--- src/rtl/systolic_skew_feeder_if.sv ---
// Load-side handshake bundle for the systolic skew feeder: one A column and
// one B row per accepted beat.
interface systolic_skew_feeder_if #(
    parameter int N = 4,
    parameter int W = 8
);
    logic           in_valid;
    logic           in_ready;
    logic [N*W-1:0] a_col_in;
    logic [N*W-1:0] b_row_in;

    modport master (output in_valid, output a_col_in, output b_row_in, input in_ready);
    modport slave  (input in_valid, input a_col_in, input b_row_in, output in_ready);
endinterface

--- src/rtl/systolic_skew_feeder.sv ---
// Buffers one A/B tile pair and streams it diagonally skewed into an NxN
// systolic tile, sequencing accumulator clear, PE enable and tile-done.
module systolic_skew_feeder #(
    parameter int N      = 4,
    parameter int K      = 4,
    parameter int W      = 8,
    parameter int PE_LAT = 1
) (
    input  logic                   clk,
    input  logic                   reset,
    input  logic                   enable,
    systolic_skew_feeder_if.slave  load,
    output logic [N*W-1:0]         row_out,
    output logic [N*W-1:0]         col_out,
    output logic                   acc_clr,
    output logic                   pe_en,
    output logic                   busy,
    output logic                   tile_done
);
    localparam int DRAIN_LEN = N - 1 + PE_LAT;
    localparam int KW = (K > 1) ? $clog2(K) : 1;
    localparam int TW = (K + N - 1 > 1) ? $clog2(K + N - 1) : 1;
    localparam int DW = (DRAIN_LEN > 1) ? $clog2(DRAIN_LEN) : 1;

    localparam logic [KW-1:0] K_LAST = KW'(K - 1);
    localparam logic [TW-1:0] T_LAST = TW'(K + N - 2);
    localparam logic [DW-1:0] D_LAST = DW'(DRAIN_LEN - 1);

    typedef enum logic [1:0] {LOAD, STREAM, DRAIN, DONE} state_t;

    state_t        state;
    logic [KW-1:0] k_cnt;
    logic [TW-1:0] t_cnt;
    logic [DW-1:0] d_cnt;

    logic [W-1:0] a_buf [N][K];
    logic [W-1:0] b_buf [K][N];

    logic beat;
    assign beat = (state == LOAD) && load.in_valid;

    // NOTE: sequential state uses non-blocking assignments so every flop
    // samples pre-edge values regardless of statement order.
    always_ff @(posedge clk or posedge reset) begin
        if (reset) begin
            state <= LOAD;
            k_cnt <= '0;
            t_cnt <= '0;
            d_cnt <= '0;
        end else begin
            case (state)
                LOAD: if (load.in_valid) begin
                    if (k_cnt == K_LAST) begin
                        state <= STREAM;
                        t_cnt <= '0;
                    end else begin
                        k_cnt <= k_cnt + 1'b1;
                    end
                end
                STREAM: if (enable) begin
                    if (t_cnt == T_LAST) begin
                        state <= DRAIN;
                        d_cnt <= '0;
                    end else begin
                        t_cnt <= t_cnt + 1'b1;
                    end
                end
                DRAIN: if (enable) begin
                    if (d_cnt == D_LAST) state <= DONE;
                    else                 d_cnt <= d_cnt + 1'b1;
                end
                DONE: begin
                    state <= LOAD;
                    k_cnt <= '0;
                end
                default: state <= LOAD;
            endcase
        end
    end

    // NOTE: operand buffers carry no reset; outputs are gated by state, and a
    // tile is always fully rewritten before it can be streamed.
    always_ff @(posedge clk) begin
        if (beat) begin
            for (int i = 0; i < N; i++) begin
                a_buf[i][k_cnt] <= load.a_col_in[i*W +: W];
                b_buf[k_cnt][i] <= load.b_row_in[i*W +: W];
            end
        end
    end

    // Lane i carries A[i][k] when t == k+i; lane j carries B[k][j] when t == k+j.
    // NOTE: outputs get a default before the loops so no latch is inferred.
    always_comb begin
        row_out = '0;
        col_out = '0;
        if (state == STREAM) begin
            for (int i = 0; i < N; i++) begin
                for (int k = 0; k < K; k++) begin
                    if (t_cnt == TW'(k + i)) row_out[i*W +: W] = a_buf[i][k];
                    if (t_cnt == TW'(k + i)) col_out[i*W +: W] = b_buf[k][i];
                end
            end
        end
    end

    assign load.in_ready = (state == LOAD);
    assign acc_clr       = (state == STREAM) && (t_cnt == '0) && enable;
    assign pe_en         = enable && ((state == STREAM) || (state == DRAIN));
    assign busy          = (state != LOAD);
    assign tile_done     = (state == DONE);

endmodule

--- src/flat_wrapper.sv ---
// flat-port wrapper written by rule: the top's interface ports become plain ports
module systolic_skew_feeder_flat 
#(
    parameter int N      = 4,
    parameter int K      = 4,
    parameter int W      = 8,
    parameter int PE_LAT = 1
)
  (clk, reset, enable, row_out, col_out, acc_clr, pe_en, busy, tile_done, load_in_valid, load_a_col_in, load_b_row_in, load_in_ready);
  systolic_skew_feeder_if #(.N(N), .W(W)) load_i ();
  input  logic clk;
  input  logic reset;
  input  logic enable;
  output logic [N*W-1:0] row_out;
  output logic [N*W-1:0] col_out;
  output logic acc_clr;
  output logic pe_en;
  output logic busy;
  output logic tile_done;
  input wire logic [$bits(load_i.in_valid)-1:0] load_in_valid;
  input wire logic [$bits(load_i.a_col_in)-1:0] load_a_col_in;
  input wire logic [$bits(load_i.b_row_in)-1:0] load_b_row_in;
  output wire logic [$bits(load_i.in_ready)-1:0] load_in_ready;
  assign load_i.in_valid = load_in_valid;
  assign load_i.a_col_in = load_a_col_in;
  assign load_i.b_row_in = load_b_row_in;
  assign load_in_ready = load_i.in_ready;
  systolic_skew_feeder #(.N(N), .K(K), .W(W), .PE_LAT(PE_LAT)) u_core (.clk(clk), .reset(reset), .enable(enable), .load(load_i), .row_out(row_out), .col_out(col_out), .acc_clr(acc_clr), .pe_en(pe_en), .busy(busy), .tile_done(tile_done));
endmodule
--- config.mk ---
export PLATFORM = sky130hd
export DESIGN_NAME = systolic_skew_feeder_flat
export DESIGN_NICKNAME = d
export VERILOG_FILES = /design/src/rtl/systolic_skew_feeder_if.sv /design/src/rtl/systolic_skew_feeder.sv /design/src/flat_wrapper.sv
export SDC_FILE = /design/constraint.sdc
export NUM_CORES = 1
export LEC_CHECK = 0
export ABC_AREA = 0
export CAP_MARGIN = 30
export CORE_MARGIN = 1
export CORE_UTILIZATION = 55
export DETAILED_ROUTE_END_ITERATION = 6
export PLACE_DENSITY = 0.81
export SYNTH_ARGS = -nofsm -noshare
export SYNTH_HDL_FRONTEND = slang
export SYNTH_SLANG_ARGS = --single-unit
--- constraint.sdc ---
create_clock -name clk -period 3.2 [get_ports clk]
set_input_delay 0.32 -clock clk [delete_from_list [all_inputs] [get_ports clk]]
set_output_delay 0.32 -clock clk [all_outputs]
set_load 0.02 [all_outputs]
==> results of run 1 <==
[report_power, final]
part | switching [mW] | internal (mW) | leakage, nW
sequential | 0.118 | 4.26 | 2.44
combinational | 1.82 | 1.16 | 1.96
clock | 1.28 | 1.80 | 0.428
total | 3.23 | 7.22 | 4.83
[logic make-up (layout without fill, tap and decap cells)]
| group | Yosys count | count (layout) | share of synthesized area |
|---|---|---|---|
| AOI/OAI and AO/OA | 205 | 205 | 0.1190 |
| adders and majority gates | 15 | 15 | 0.01726 |
| buffers and inverters | 70 | 228 | 0.03314 |
| DFF | 265 | 265 | 0.7276 |
| muxes | 2 | 2 | 0.001956 |
| and+or+nand+nor | 228 | 228 | 0.1010 |
[timing repair]
item,CTS,global route
resized for setup,5,21
gates cloned,0,1
hold buffers,0,0
endpoints found under the setup margin,9,38
pin swaps,1,0
buffers inserted,1,0
[cells in the mapped netlist, drive strengths merged]
library cell	number	area, um2
a221o	1	10.01
and3	6	37.54
o21ai	85	429.2
a21boi	1	11.26
a21oi	65	366.6
nand2b	2	15.02
nor3b	15	112.6
ha	15	187.7
dfrtp	9	225.2
or2	1	6.260
nand3b	16	120.1
nor2	22	82.58
buf	31	212.7
nor2b	17	113.9
nand3	7	35.03
o32ai	1	16.27
and4	1	8.760
edfxtp	256	7687
and2	2	12.51
clkbuf	24	91.33
o31ai	16	120.1
nand4b	1	8.760
mux2	1	11.26
inv	15	56.30
o22ai	1	6.260
nand2	136	535.5
a32o	16	160.2
a311o	1	10.01
a22o	1	8.760
a221oi	17	155.1
nor3	2	10.01
mux2i	1	10.01
[worst max path at each step]
stage,from,end,slack (ns),cells past startpoint
after floorplan,u_core.state[0]$_DFFE_PP0P_,u_core.a_buf[0][24]$_DFFE_PP_,0.28,3
after global placement,u_core.t_cnt[1]$_DFFE_PP0P_,row_out[17],0.56,9
after detailed placement,u_core.t_cnt[1]$_DFFE_PP0P_,row_out[17],0.52,9
after CTS,u_core.t_cnt[1]$_DFFE_PP0P_,row_out[18],0.04,9
after global routing,u_core.t_cnt[0]$_DFFE_PP0P_,row_out[23],-0.005,8
final,u_core.t_cnt[1]$_DFFE_PP0P_,row_out[31],0.11,8
[per-layer routing]
metal	vias up	wire length, um	track usage
met1	3461	9969	0.3087
met3	42	1491	0.03555
met5	-	11	0
met4	2	564	0.08093
met2	271	12000	0.3978
li1	3210	-	-
[final cells by class]
| cell class | instances | area share |
|---|---|---|
| repair buffers | 164 | 0.1274 |
| multi-input cells | 450 | 0.1958 |
| clock buffers | 30 | 0.05069 |
| clock inverters | 19 | 0.01357 |
| well taps | 265 | 0.02447 |
| inverters | 15 | 0.004155 |
| flip-flops and latches | 265 | 0.5839 |
[registers in the layout (all words and copies together) (netlist names)]
signal        cells
u_core.a_buf    128
u_core.b_buf    128
u_core.t_cnt      3
u_core.d_cnt      2
u_core.k_cnt      2
u_core.state      2
[worst reg2reg max path: cells and delay by family (launching register included)]
family        cells  cell delay, ns
buf+inv           2            0.45
simple gates      1            0.61
fa+ha+maj         1            0.35
flops             1            0.40
==> impl_summary.log, run 1 <==
[metrics] synthesized area divided by synthesized cell count: 13.85 um2
[metrics] Pwr Total: 10.45 mW
[metrics] cell breakdown of the critical path: inv_1 > ha_2 > buf_4 > o21ai_4 > buf_4 > nand2_1 > a32o_1 > clkdlybuf4s50_1
[metrics] total global routing track utilization: 0.2341
[metrics] remaining number of nets flagged by the antenna check after routing: 0
[metrics] setup repair after global routing missed its margin: true
[metrics] FF+latch area: 7913 um2
[metrics] CTS tree: done
[metrics] clock latency on the worst-skew pair: 0.54 ns
[metrics] area grow syn2layout: 24.61%
[metrics] area of the core region: 19400 um2
[metrics] Total Routed Length: 24.04 mm
[metrics] area of the multi-input gates: 2653 um2
[metrics] final count of hold timing violations: 0
[metrics] share of final-layout standard cells stronger than drive strength 1: 0.1177
[metrics] data required time of the critical path: 2.88 ns
[metrics] clock slew at reported path FFs: 0.06 ns
[metrics] CTS H-tree lvls: 1
[metrics] clock tree buffer depth: 3
[metrics] post-route non-filler standard cell count: 1208
[metrics] Gate Count Post-Synth: 785
[metrics] worst-case vdd ir drop: 0.6106 mV
[metrics] number of antenna violations at the first check in global routing: 1
[metrics] final routed wire length divided by cell count: 19.90 um
[metrics] number of design-rule violations left by the first detailed-router iteration: 496
[metrics] post-synth design cell area: 10870 um2
[metrics] Worst Setup Start Kind: flip-flop
[metrics] family with the most delay on the worst path: buffers and inverters
[metrics] sequential share of the synthesized area: 0.7276
[metrics] Final Slew Violations: 0
[metrics] Sum Neg Setup Slack: 0 ns
[metrics] effective utilization at floorplan: 0.5606
[metrics] total congestion overflow: 0
[metrics] largest net degree at the start of global routing: 53
[metrics] commonest non-fill, non-tap cell in the layout: sky130_fd_sc_hd__edfxtp_1
[metrics] Die Y-Extent: 142.6 um
[metrics] max incr delay on CP: 0.57 ns
[metrics] Rows: 51
[metrics] remaining design rule violation count: 0
[metrics] finished layout cell area: 13550 um2
[metrics] fill cell instance count of the final layout: 1272
[metrics] most repeated library cell on the critical path: sky130_fd_sc_hd__buf_4
[metrics] placer's final routability congestion estimate: 0.7880
[metrics] final setup margin: 0.1141 ns
[metrics] Worst Path Buf+Inv: 4
[metrics] Clock Tree Root: sky130_fd_sc_hd__clkbuf_16
[metrics] result of the run: completed
[metrics] fin crit share: 0.9643
[metrics] share of the core filled with cells in the final layout: 0.6985
[metrics] via count of the first global-routing pass: 6782
[metrics] # setup viols final: 0
[metrics] global-route wire length before repair: 35.87 mm
[metrics] transition time at the pin with the least slew margin: 0.6060 ns
[metrics] number of vias after detailed routing: 6986
[metrics] worst-case hold slack: 0.05621 ns
[metrics] Die Outline Area: 20340 um2
[metrics] largest clock skew in the final design: 0.02192 ns
[metrics] critical register-to-register path startpoint: u_core.state[0]$_DFFE_PP0P_
[metrics] number of antenna diodes: 0
[metrics] Critical-path top delay cell: sky130_fd_sc_hd__clkdlybuf4s50_1
[metrics] post-placement cell count: 1157
[metrics] Pleak: 4.826 nW
[metrics] HPWL after detailed placement: 14.06 mm
[metrics] placed cell area: 12580 um2
[metrics] router iterations before antenna repair: 4
[metrics] total CTS buffers: 27
[metrics] count of warnings emitted by yosys: 0
[metrics] Crit Path Max Fanout: 17
[metrics] worst slack after detailed placement: 0.5163 ns
[metrics] nets: 1006
[metrics] Ports: 137
[metrics] Max-Slew Margin vs Limit: 0.5950
[metrics] synthesized netlist net count: 868
[metrics] endpoint of the lowest-slack register-to-register path: u_core.b_buf[3][25]$_DFFE_PP_
[metrics] final critical-path required period: 3.086 ns
[metrics] commonest cells after routing, fill and taps aside: 256 x sky130_fd_sc_hd__edfxtp_1, 125 x sky130_fd_sc_hd__nand2_1, 119 x sky130_fd_sc_hd__clkdlybuf4s50_1
[metrics] Port-buffer cells: 136
[metrics] path category of the worst min-delay check: primary input to asynchronous set/reset pin
[metrics] library cells used by synthesis: 44
[metrics] MaxCap Viol Count: 0
[metrics] critical setup path kind: flip-flop to output pin
[metrics] FF-to-FF path depth: 4
[metrics] Cell Pwr Density: 770.9 nW/um2
[metrics] worst endpoint data arrival time: 2.77 ns
[metrics] number of sinks driven by the clock tree: 265
[metrics] Worst setup EP type: output pin
[metrics] worst-case register-to-register setup slack: 1.04 ns
[metrics] FF+latch count, synth: 265
[metrics] mean number of vias per cell: 5.783
[metrics] achievable clock frequency: 0.3241 GHz
[metrics] horizontal extent of the die: 142.6 um
Note: power is estimated with default switching activity, not from simulation.
==> run 2: changes to the inputs <==
--- a/config.mk
+++ b/config.mk
@@ -6,7 +6,7 @@
 export NUM_CORES = 1
 export LEC_CHECK = 0
 export ABC_AREA = 0
-export CAP_MARGIN = 30
+export CAP_MARGIN = 20
 export CORE_MARGIN = 1
 export CORE_UTILIZATION = 55
 export DETAILED_ROUTE_END_ITERATION = 6
==> results of run 2 <==
The final DEF is identical to that of run 1; final timing and power are the same.
==> run 3: changes to the inputs <==
--- a/config.mk
+++ b/config.mk
@@ -8,9 +8,9 @@
 export ABC_AREA = 0
 export CAP_MARGIN = 20
 export CORE_MARGIN = 1
-export CORE_UTILIZATION = 55
+export CORE_UTILIZATION = 50
 export DETAILED_ROUTE_END_ITERATION = 6
-export PLACE_DENSITY = 0.81
+export PLACE_DENSITY = 0.75
 export SYNTH_ARGS = -nofsm -noshare
 export SYNTH_HDL_FRONTEND = slang
 export SYNTH_SLANG_ARGS = --single-unit
==> impl_summary.log, run 3 (synthesized netlist as in run 1, its figures left out) <==
[metrics] fraction of power spent switching nets: 0.3068 (-0.001959)
[metrics] power dissipated by switching net loads: 3.106 mW (-3.7%)
[metrics] remaining number of nets flagged by the antenna check after routing: 0 (unchanged)
[metrics] total global routing track utilization: 0.2193 (-0.01479)
[metrics] Pleak: 4.920 nW (+2.0%)
[metrics] setup repair after global routing missed its margin: true
[metrics] Max-Slew Margin vs Limit: 0.5932 (-0.001794)
[metrics] nets: 1006 (unchanged)
[metrics] number of antenna violations at the first check in global routing: 1 (unchanged)
[metrics] CTS tree: done
[metrics] via count of the first global-routing pass: 6951 (+2.5%)
[metrics] Total Routed Length: 24.00 mm (-0.15%)
[metrics] mean number of vias per cell: 5.650 (-2.3%)
[metrics] top flop regs: u_core.a_buf: 128 flops, u_core.b_buf: 128 flops, u_core.t_cnt: 3 flops
[metrics] clock slew at reported path FFs: 0.06 ns (about the same)
[metrics] placer's final routability congestion estimate: 0.7681 (-2.5%)
[metrics] remaining design rule violation count: 0 (unchanged)
[metrics] transition time at the pin with the least slew margin: 0.6087 ns (+0.002685 ns)
[metrics] part of the power in the clock network: 0.276 (-0.019)
[metrics] global-route wire length before repair: 37.56 mm (+4.7%)
[metrics] Cell Pwr Density: 749.9 nW/um2 (-2.7%)
[metrics] total congestion overflow: 0 (unchanged)
[metrics] number of sinks driven by the clock tree: 265 (unchanged)
[metrics] fill cell instance count of the final layout: 1548 (+22%)
[metrics] Post-CTS Hold Fix Bufs: 0 (unchanged)
[metrics] critical setup path kind: flip-flop to output pin
[metrics] Pwr Total: 10.12 mW (-3.1%)
[metrics] share of final-layout standard cells stronger than drive strength 1: 0.1074 (-0.01026)
[metrics] proportion of power drawn by combinational gates: 0.291 (+0.005)
[metrics] Ports: 137 (unchanged)
[metrics] Die Outline Area: 22340 um2 (+9.9%)
[metrics] largest clock skew in the final design: 0.02023 ns (-0.001686 ns)
[metrics] final routed wire length divided by cell count: 19.75 um (-0.72%)
[metrics] Rows: 53 (+3.9%)
[metrics] final critical-path required period: 3.080 ns (-0.006097 ns)
[metrics] fin crit share: 0.9624 (-0.001905)
[metrics] critical register-to-register path startpoint: u_core.state[1]$_DFFE_PP0P_
[metrics] Die Y-Extent: 149.5 um (+4.8%)
[metrics] HPWL after detailed placement: 14.13 mm (+0.51%)
[metrics] area of the core region: 21150 um2 (+9.0%)
[metrics] FF+latch area: 7914 um2 (about the same)
[metrics] number of vias after detailed routing: 6865 (-1.7%)
[metrics] largest net degree at the start of global routing: 44 (-17%)
[metrics] Final Slew Violations: 0 (unchanged)
[metrics] Sum Neg Setup Slack: 0 ns (unchanged)
[metrics] router iterations before antenna repair: 5 (+1)
[metrics] total CTS buffers: 27 (unchanged)
[metrics] horizontal extent of the die: 149.5 um (+4.8%)
[metrics] number of antenna diodes: 0 (unchanged)
[metrics] internal cell power: 7.016 mW (-2.8%)
[metrics] worst-case hold slack: 0.06750 ns (+0.01129 ns)
[metrics] area of the multi-input gates: 2673 um2 (+0.75%)
[metrics] post-placement cell count: 1166 (+0.78%)
[metrics] MaxCap Viol Count: 0 (unchanged)
[metrics] share of total power in sequential cells: 0.433 (+0.014)
[metrics] data required time of the critical path: 2.88 ns (about the same)
[metrics] commonest cells after routing, fill and taps aside: 256 x sky130_fd_sc_hd__edfxtp_1, 125 x sky130_fd_sc_hd__nand2_1, 102 x sky130_fd_sc_hd__clkdlybuf4s50_1
[metrics] post-route non-filler standard cell count: 1215 (+0.58%)
[metrics] worst-case register-to-register setup slack: 1.04 ns (about the same)
[metrics] share of the core filled with cells in the final layout: 0.6381 (-0.06045)
[metrics] endpoint of the lowest-slack register-to-register path: u_core.b_buf[2][12]$_DFFE_PP_
[metrics] area grow syn2layout: 24.13%
[metrics] final count of hold timing violations: 0 (unchanged)
[metrics] effective utilization at floorplan: 0.5140 (-0.04652)
[metrics] Port-buffer cells: 136 (unchanged)
[metrics] result of the run: completed
[metrics] clock tree buffer depth: 3 (unchanged)
[metrics] path category of the worst min-delay check: primary input to asynchronous set/reset pin
[metrics] # setup viols final: 0 (unchanged)
[metrics] Worst setup EP type: output pin
[metrics] number of design-rule violations left by the first detailed-router iteration: 486 (-2.0%)
[metrics] achievable clock frequency: 0.3247 GHz (+0.20%)
[metrics] commonest non-fill, non-tap cell in the layout: sky130_fd_sc_hd__edfxtp_1
[metrics] Clock Tree Root: sky130_fd_sc_hd__clkbuf_16
[metrics] Worst Setup SP: u_core.t_cnt[1]$_DFFE_PP0P_
[metrics] worst endpoint data arrival time: 2.76 ns (about the same)
[metrics] Worst Setup Start Kind: flip-flop
[metrics] clock latency on the worst-skew pair: 0.53 ns (about the same)
[metrics] Crit Path Max Fanout: 17 (unchanged)
[metrics] worst-case vdd ir drop: 0.4893 mV (-20%)
[metrics] FF-to-FF path depth: 4 (unchanged)
[metrics] CTS H-tree lvls: 1 (unchanged)
==> run 3: changes by cell type in the layout (fill, tap and decap cells not counted), sizes merged <==
cell	previous run	this run
buf	27	28
dlymetal6s2s	16	22
clkinvlp	2	0
clkinv	11	13
inv	18	16
clkdlybuf4s50	119	102
dlygate4sd2	1	12
bufinv	3	1
==> run 3: through the flow <==
step           cell area (um2)  setup WS, ns
2_1_floorplan            10870        0.2805
3_3_place_gp             12580        0.3863
3_5_place_dp             12580        0.3549
4_1_cts                  13440      0.007998
5_1_grt                  13500      -0.03003
6_report                 13500        0.1202
==> run 3: critical path, stage by stage (launching register included) <==
cell	delay, ns
sky130_fd_sc_hd__dfrtp_1	0.42
sky130_fd_sc_hd__inv_1	0.15
sky130_fd_sc_hd__ha_4	0.25
sky130_fd_sc_hd__buf_6	0.20
sky130_fd_sc_hd__nor3b_1	0.07
sky130_fd_sc_hd__o31ai_1	0.30
sky130_fd_sc_hd__a32o_1	0.22
sky130_fd_sc_hd__clkdlybuf4s50_1	0.60
==> run 3: worst max-delay path by stage <==
stage | end | slack (ns) | cells after the start
CTS | col_out[4] | 0.008 | 8
floorplan | u_core.a_buf[0][24]$_DFFE_PP_ | 0.28 | 3
detailed placement | col_out[21] | 0.35 | 6
finish | row_out[31] | 0.12 | 7
global route | row_out[4] | -0.03 | 8
global placement | col_out[21] | 0.39 | 6
==> run 3: layout make-up <==
class,count,area share
sequential,265,0.5863
tap,275,0.02549
clock inverter,15,0.006674
inverter,15,0.004171
clock buffer,31,0.05117
timing repair buffer,164,0.1282
multi-input combinational,450,0.1980
==> run 3: what timing repair did <==
item | 4_1_cts | 5_1_grt
gates resized for setup | 27 | 24
gates cloned | 0 | 0
endpoints found under the setup margin | 63 | 36
endpoints found under the hold margin | 0 | 0
pin swaps | 1 | 0
buffers inserted | 3 | 0
==> run 3: power by group through the flow <==
stage	sequential [mW]	combinational [mW]	clock [mW]
3_3_place_gp	4.43	2.82	0
4_1_cts	4.38	2.98	2.83
3_5_place_dp	4.45	2.88	0
6_report	4.38	2.94	2.80
2_1_floorplan	4.44	1.87	0
5_1_grt	4.41	3.24	2.97
==> run 3: routing by layer <==
| layer | global-route usage | wire length [um] | vias to the layer above |
|---|---|---|---|
| met5 | 0 | 13 | - |
| met4 | 0.05816 | 354 | 2 |
| met3 | 0.03018 | 1313 | 36 |
| met2 | 0.3648 | 11770 | 209 |
| met1 | 0.3034 | 10550 | 3409 |
| li1 | - | - | 3209 |
